`config.mk`:
```
export PLATFORM = sky130hd
export DESIGN_NAME = threshold_engine
export DESIGN_NICKNAME = d
export VERILOG_FILES = /design/src/rtl/threshold_engine.sv
export SDC_FILE = /design/constraint.sdc
export NUM_CORES = 1
export LEC_CHECK = 0
export CORE_MARGIN = 2
export CORE_UTILIZATION = 51
export DETAILED_ROUTE_END_ITERATION = 16
export PLACE_DENSITY_LB_ADDON = 0.2
export SLEW_MARGIN = 40
export SYNTH_ARGS = -nofsm -noshare
export SYNTH_HDL_FRONTEND = slang
export SYNTH_SLANG_ARGS = --single-unit
export TNS_END_PERCENT = 50
```
`constraint.sdc`:
```
create_clock -name clk -period 4.37 [get_ports clk]
set_clock_uncertainty 0.2 [all_clocks]
set_input_delay 0.437 -clock clk [delete_from_list [all_inputs] [get_ports clk]]
set_output_delay 0.437 -clock clk [all_outputs]
set_load 0.02 [all_outputs]
```
`src/rtl/threshold_engine.sv`:
```
// threshold_engine: start-triggered per-channel thresholding of a V_SIZE x H_SIZE frame with foreground count
// Ports: clk/reset (sync, active-high); start/abort control a pass; mode/any_mode/threshold/color_0/color_1
// are latched at start; rd_pixel/addr_pixel/pixel_val/pixel_in form the read handshake; wr_pixel/addr_out/
// pixel_out carry results; busy/done/ones_count report pass status.
module threshold_engine #(
    parameter int V_SIZE = 4,
    parameter int H_SIZE = 4,
    parameter int CH     = 3,
    parameter int DW     = 8,
    parameter int AW     = (V_SIZE * H_SIZE > 1) ? $clog2(V_SIZE * H_SIZE) : 1
) (
    input  logic             clk,
    input  logic             reset,
    input  logic             start,
    input  logic             abort,
    input  logic [1:0]       mode,
    input  logic             any_mode,
    input  logic [CH*DW-1:0] threshold,
    input  logic [CH*DW-1:0] color_0,
    input  logic [CH*DW-1:0] color_1,
    output logic             rd_pixel,
    output logic [AW-1:0]    addr_pixel,
    input  logic             pixel_val,
    input  logic [CH*DW-1:0] pixel_in,
    output logic             wr_pixel,
    output logic [AW-1:0]    addr_out,
    output logic [CH*DW-1:0] pixel_out,
    output logic             busy,
    output logic             done,
    output logic [AW:0]      ones_count
);
    localparam logic [AW-1:0] LAST = AW'(V_SIZE * H_SIZE - 1);
    typedef enum logic [1:0] {IDLE, WAIT, DONE} state_t;
    state_t state_q, state_d;
    logic [1:0] mode_q;
    logic any_q;
    logic [CH*DW-1:0] thr_q, c0_q, c1_q;
    logic rd_q, rd_d, wr_q, wr_d, busy_q, busy_d, done_q, done_d, load;
    logic [AW-1:0] addr_q, addr_d, aout_q, aout_d;
    logic [CH*DW-1:0] pout_q, pout_d;
    logic [AW:0] cnt_q, cnt_d;
    logic [CH-1:0] pass;
    logic [CH*DW-1:0] trunc, tozero, result;
    logic fg;
    // trunc = min(pixel, threshold): the pass bit already says which one is smaller
    always_comb begin
        pass = '0;
        trunc = '0;
        tozero = '0;
        for (int c = 0; c < CH; c++) begin
            pass[c] = pixel_in[c*DW +: DW] >= thr_q[c*DW +: DW];
            trunc[c*DW +: DW] = pass[c] ? thr_q[c*DW +: DW] : pixel_in[c*DW +: DW];
            tozero[c*DW +: DW] = pass[c] ? pixel_in[c*DW +: DW] : '0;
        end
        fg = any_q ? |pass : &pass;
        result = mode_q == 2'd0 ? (fg ? c1_q : c0_q) :
                 mode_q == 2'd1 ? (fg ? c0_q : c1_q) :
                 mode_q == 2'd2 ? trunc : tozero;
    end
    always_comb begin
        state_d = state_q;
        rd_d = 1'b0;
        wr_d = 1'b0;
        addr_d = addr_q;
        aout_d = aout_q;
        pout_d = pout_q;
        busy_d = busy_q;
        done_d = done_q;
        cnt_d = cnt_q;
        load = 1'b0;
        case (state_q)
            WAIT: begin
                // abort wins over a same-cycle pixel_val: nothing is written or counted
                if (abort) begin
                    state_d = IDLE;
                    busy_d = 1'b0;
                    done_d = 1'b0;
                    addr_d = '0;
                end else if (pixel_val) begin
                    wr_d = 1'b1;
                    aout_d = addr_q;
                    pout_d = result;
                    cnt_d = cnt_q + (AW + 1)'(fg);
                    if (addr_q == LAST) begin
                        state_d = DONE;
                        busy_d = 1'b0;
                        done_d = 1'b1;
                        addr_d = '0;
                    end else begin
                        rd_d = 1'b1;
                        addr_d = addr_q + AW'(1);
                    end
                end
            end
            default: begin
                if (start) begin
                    state_d = WAIT;
                    rd_d = 1'b1;
                    addr_d = '0;
                    busy_d = 1'b1;
                    done_d = 1'b0;
                    cnt_d = '0;
                    load = 1'b1;
                end
            end
        endcase
    end
    always_ff @(posedge clk) begin
        if (reset) begin
            state_q <= IDLE;
            rd_q <= 1'b0;
            wr_q <= 1'b0;
            addr_q <= '0;
            aout_q <= '0;
            pout_q <= '0;
            busy_q <= 1'b0;
            done_q <= 1'b0;
            cnt_q <= '0;
            mode_q <= '0;
            any_q <= 1'b0;
            thr_q <= '0;
            c0_q <= '0;
            c1_q <= '0;
        end else begin
            state_q <= state_d;
            rd_q <= rd_d;
            wr_q <= wr_d;
            addr_q <= addr_d;
            aout_q <= aout_d;
            pout_q <= pout_d;
            busy_q <= busy_d;
            done_q <= done_d;
            cnt_q <= cnt_d;
            if (load) begin
                mode_q <= mode;
                any_q <= any_mode;
                thr_q <= threshold;
                c0_q <= color_0;
                c1_q <= color_1;
            end
        end
    end
    assign rd_pixel = rd_q;
    assign addr_pixel = addr_q;
    assign wr_pixel = wr_q;
    assign addr_out = aout_q;
    assign pixel_out = pout_q;
    assign busy = busy_q;
    assign done = done_q;
    assign ones_count = cnt_q;
endmodule

```
# After elaboration in Yosys (flattened, before gate mapping)
# Index checks and enable logic that the tools add are counted.
[totals]
out_inout_bits = 41
reg_bits = 118
elab_cells = 81
in_bits = 104
[op_classes]
n_addsub = 2
order_cmp = 3
n_mux = 43
reduce_logical = 9
eq_ne = 8
bitwise_logic = 2
[ops]
columns = ["operator", "count"]
rows = [
  ["$mux 24", 5],
  ["$mux 8", 6],
  ["$ge 8x8->1", 3],
  ["$mux 4", 5],
  ["$mux 5", 4],
  ["$mux 1", 18],
  ["$reduce_and 3->1", 4],
  ["$mux 2", 5],
  ["$ne 3x3->1 const B", 2],
  ["$reduce_or 3->1", 2],
  ["$add 5x1->5", 1],
  ["$add 4x1->4 const B", 1],
  ["$eq 2x1->1 const B", 2],
  ["$eq 4x4->1 const B", 1],
  ["$ne 2x2->1 const B", 2],
  ["$eq 2x2->1 const B", 1],
  ["$logic_not 2->1", 1],
  ["$not 1->1", 2],
  ["$reduce_and 2->1", 1],
  ["$reduce_bool 2->1", 1],
]

# Depth between registers and ports, before layout
[logic_depth]
word_depth = 7
mapped_depth = 14
depth_no_buf = 12

# Worst setup path after synthesis
# OpenSTA, ideal clock, no wires.
[synth_timing]
kind = "input port to flip-flop"
from = "input port pixel_in[16]"
to = "register cnt_q[4] (netlist: ones_count[4])"
setup_ns = 0.135
arrival_ns = 2.942
path_slack_ns = 1.093
path_buffers = 2
path_stages = 14
cell_sequence = "inv_1 -> ha_1 -> nand2b_1 -> a2111oi_2 -> o41ai_4 -> o21a_1 -> a21o_1 -> buf_2 -> buf_2 -> ha_1 -> ha_1 -> nand4_1 -> xor2_1 -> nor3_1"
[synth_between]
elab_chain_cells = 7
elab_cells_between_ends = 8
cone_classes = "add/sub (1); order compare (1); mux (4); reduce/logical (2)"
[synth_lines]
columns = ["element", "line_no", "rtl"]
rows = [
  ["from (decl)", "24", "input logic [CH*DW-1:0] pixel_in,"],
  ["$ge 8x8->1 (*)", "51", "pass[c] = pixel_in[c*DW +: DW] >= thr_q[c*DW +: DW];"],
  ["$reduce_and 3->1 or $reduce_or 3->1 (tied branches)", "55", "fg = any_q ? |pass : &pass;"],
  ["$mux 1 (*)", "55", ""],
  ["$add 5x1->5 (*)", "83", "cnt_d = cnt_q + (AW + 1)'(fg);"],
  ["$mux 5 (*)", "79", "end else if (pixel_val) begin"],
  ["$mux 5 (*)", "74", "if (abort) begin"],
  ["$mux 5 (*)", "71", "case (state_q)"],
  ["to (signal assigned)", "133", "cnt_q <= cnt_d;"],
  ["to (decl)", "41", "logic [AW:0] cnt_q, cnt_d;"],
]
# Mark *: on every way between the ends. The rest lies on a longest branch, timed or not. The select of a mux whose other input is x is not followed.
# A chain may end at the register's enable or synchronous reset.

# Worst setup path in the final report
[layout_timing]
from = "input port pixel_in[16]"
to = "register pout_q[17] (netlist: pixel_out[17])"
[layout_between]
elab_chain_cells = 6
elab_cells_between_ends = 11
cone_classes = "order compare (1); mux (8); reduce/logical (2)"
[layout_lines]
columns = ["element", "line_no", "rtl"]
rows = [
  ["$ge 8x8->1 (*)", "51", ""],
  ["$reduce_and 3->1 or $reduce_or 3->1 (tied branches)", "55", ""],
  ["$mux 1", "55", ""],
  ["$mux 24 (2 in series)", "57", "mode_q == 2'd1 ? (fg ? c0_q : c1_q) :"],
  ["$mux 24 (*)", "56", "result = mode_q == 2'd0 ? (fg ? c1_q : c0_q) :"],
  ["to (signal assigned)", "130", "pout_q <= pout_d;"],
  ["to (decl)", "40", "logic [CH*DW-1:0] pout_q, pout_d;"],
]
# Mark *: on every way between the ends. The rest lies on a longest branch, timed or not.

==> metrics.yaml <==
status: "complete, no violations"
nNetsFinal: 1052
clock_sinks: 116
arrival_ps: 3710
final_layout_size_suffix_gt1_share_pct: 7.82
hold_viol_final: 0
maxSlewHeadroom_pct: 44.2
dr.first_iter.drc_count: 477
dpl.hpwl_um: 12600
finalCriticalPeriod_ps: 3590
synth_top_area_cell: "dfxtp_1"
ys.flop_type: "dfxtp_1"
ios: 145
dieArea_sq_um: 13300
grt_usage_pct: 28.8
cts_resized: 0
fin_setup_tns_ps: 0
area_delta_synth_final_pct: 34.1
holdBufCountCts: 0
core_area_sq_um: 12100
grt_overflow: 0
cts-root-buf: "clkbuf_16"
rsz0062_at_grt: "no"
htree_levels: 4
r2r_slack_ps: 1020
min-delay-path-class: "flop to flop"
grt_pass1_vias: 6211
post_cts_buffers: 0
die_w_um: 115
path_cells: "clkdlybuf4s50_1 > inv_1 > ha_1 > nand2b_1 > a2111oi_2 > o41ai_4 > buf_4 > o21a_1 > a2111oi_4 > buf_4 > a221oi_1 > a211oi_1"
synth_top_area_share_pct: 36.7
initial_core_util_pct: 52.4
crit_fanout: 23
finalSetupViolCount: 0
numPortBuffers: 144
synth-edff-count: 0
cts_tree: "built"
drv_slew: 0
num_rows: 40
cts_buffers: 17
cp.required_ps: 4490
clkLatencyLatePin_ps: 420
tightest_slew_ps: 836
syn_nets: 938
yosysWarnings: 0
synthesis.area_sq_um: 6320
timing.rr.start: "thr_q[16]"
grt_pass1_wl_um: 30100
period_share_pct: 82.2
start_kind: "input pin"
cap_violations: 0
vias_per_cell: 5.67
drc: 0
reg2reg_depth: 10
clk_pin_slew_ps: 50
wire_per_inst_um: 17.0
synthMostInstantiatedCell: "nand2_1"
dr.pass1.iters: 5
grt_start_max_net_pins: 86
setup.worst_path.end_class: "flop"
ys_seq_area_share_pct: 36.7
powerDensity_nw_per_um2: 390
antenna_found_initial: 2
crit_path_frequent_cell: "buf_4"
cts_max_path_buffers: 2
antenna_left: 0
antenna_cells: 0
hp-start: "thr_q[17]"
cp_slowest_stage_delay_ps: 490
vias: 6251
cp_slowest_cell: "clkdlybuf4s50_1"
hold_depth: 2
clock.fmax_mhz: 278
routed_wirelength_um: 18700
syn_inst: 807
finalWeightedCongestion: 0.849
leakagePower_nw: 3.21
synthArstFlopShare_pct: 0
yosysUniqueCellTypes: 47
postPlaceCellArea_sq_um: 7820
syn_area_per_cell_sq_um: 7.83
synth-seq-cells: 116
n_fill_cell: 972
synth_area_leaders: "dfxtp_1 37%, nand2_1 11%, mux2i_1 9.8%"
design_area_sq_um: 8480
reg2reg_to: "pixel_out[17]"
die_h_um: 115
worst_hold_path.endpoint: "thr_q[17]"
post_synth_most_frequent_cells: "187 x nand2_1, 116 x dfxtp_1, 86 x a21oi_1"
critPathKind: "input pin to flop"
ir_worst_vdd_v: 0.000350
worst max-delay path by stage:
stage,slack [ps],depth (start not counted),to,start
3_5_place_dp,420,11,pixel_out[17],pixel_in[16]
2_1_floorplan,1090,14,ones_count[4],pixel_in[16]
3_3_place_gp,640,11,pixel_out[11],pixel_in[16]
4_1_cts,830,11,pixel_out[17],pixel_in[16]
5_1_grt,560,12,pixel_out[17],pixel_in[16]
6_report,780,12,pixel_out[17],pixel_in[16]
layout make-up:
cell class | instances | area (sq um) | area share [%]
tap | 168 | 210 | 2.48
timing repair buffer | 155 | 1530 | 18.0
sequential | 116 | 2330 | 27.5
inverter | 27 | 101 | 1.20
clock buffer | 24 | 502 | 5.92
clock inverter | 8 | 145 | 1.71
multi-input combinational | 604 | 3660 | 43.2
state kept, by name, summed over array words and instances, names as in the netlist, 2 cells and up:
| name | flops |
|---|---|
| addr_out | 4 |
| addr_pixel | 4 |
| c0_q | 24 |
| c1_q | 24 |
| mode_q | 2 |
| ones_count | 5 |
| pixel_out | 24 |
| state_q | 2 |
| thr_q | 24 |
worst max-delay path, delay by kind of cell:
family	cells	cell delay [ps]
AO/OA/AOI/OAI	6	1710
adder cells (fa/ha/maj)	1	280
AND/OR/NAND/NOR	1	160
buffers and inverters	4	1120
routing by layer:
metal / global-route usage [%] / up-vias / share of wire [%]
met1: 33.0 / 2976 / 41
li1: - / 3013 / -
met3: 7.38 / 59 / 5.9
met5: 0 / - / 0
met4: 16.2 / 0 / 4.6
met2: 48.9 / 203 / 49
per-stage QoR:
step,power (mW),instances,setup slack (ps),utilization (%),hold slack [ps]
after floorplan,1.56,807,1090,-,236
after global placement,1.77,1069,636,64.7,245
after detailed placement,1.79,1069,416,64.8,249
after CTS,3.31,1101,835,70.2,256
after global routing,3.42,1102,556,70.3,275
final,3.30,1102,779,70.3,256
kinds of logic after synthesis:
kind of cell               Yosys count  share of synthesized area [%]
AOI/OAI and AO/OA                  193                           20.5
xor gates and xnor gates             6                          0.831
adders and majority gates           27                           5.34
buffers and inverters               87                           5.56
DFF                                116                           36.7
muxes                               65                           10.4
and+or+nand+nor                    313                           20.6
power breakdown:
part | switching (mW) | internal, mW | total, mW
Combinational | 0.336 | 0.279 | 0.615
Sequential | 0.0528 | 1.12 | 1.17
Clock | 0.490 | 1.03 | 1.52
Total | 0.879 | 2.42 | 3.30
layout by cell type, fill, tap and decap left out, drive strengths merged, types with 2 or more instances in the layout:
master / netlist / layout
nand2: 187 / 187
clkdlybuf4s50: 0 / 143
dfxtp: 116 / 116
a21oi: 87 / 87
nor2: 76 / 76
mux2i: 62 / 62
inv: 27 / 27
ha: 27 / 27
and2: 25 / 25
a211oi: 24 / 24
clkbuf: 43 / 24
a221oi: 23 / 23
o21ai: 18 / 18
a31o: 15 / 15
buf: 17 / 12
o21a: 5 / 5
nand3: 5 / 5
a21o: 5 / 5
nor3: 4 / 4
xor2: 4 / 4
bufinv: 0 / 4
nand2b: 3 / 3
a22oi: 3 / 3
nand4: 3 / 3
nand3b: 3 / 3
mux2: 3 / 3
o31ai: 3 / 3
o21bai: 2 / 2
xnor2: 2 / 2
a31oi: 2 / 2
clkinv: 0 / 2
clkinvlp: 0 / 2
a2111oi: 2 / 2
nor3b: 2 / 2
No activity file was read; power rests on OpenSTA's default activity.
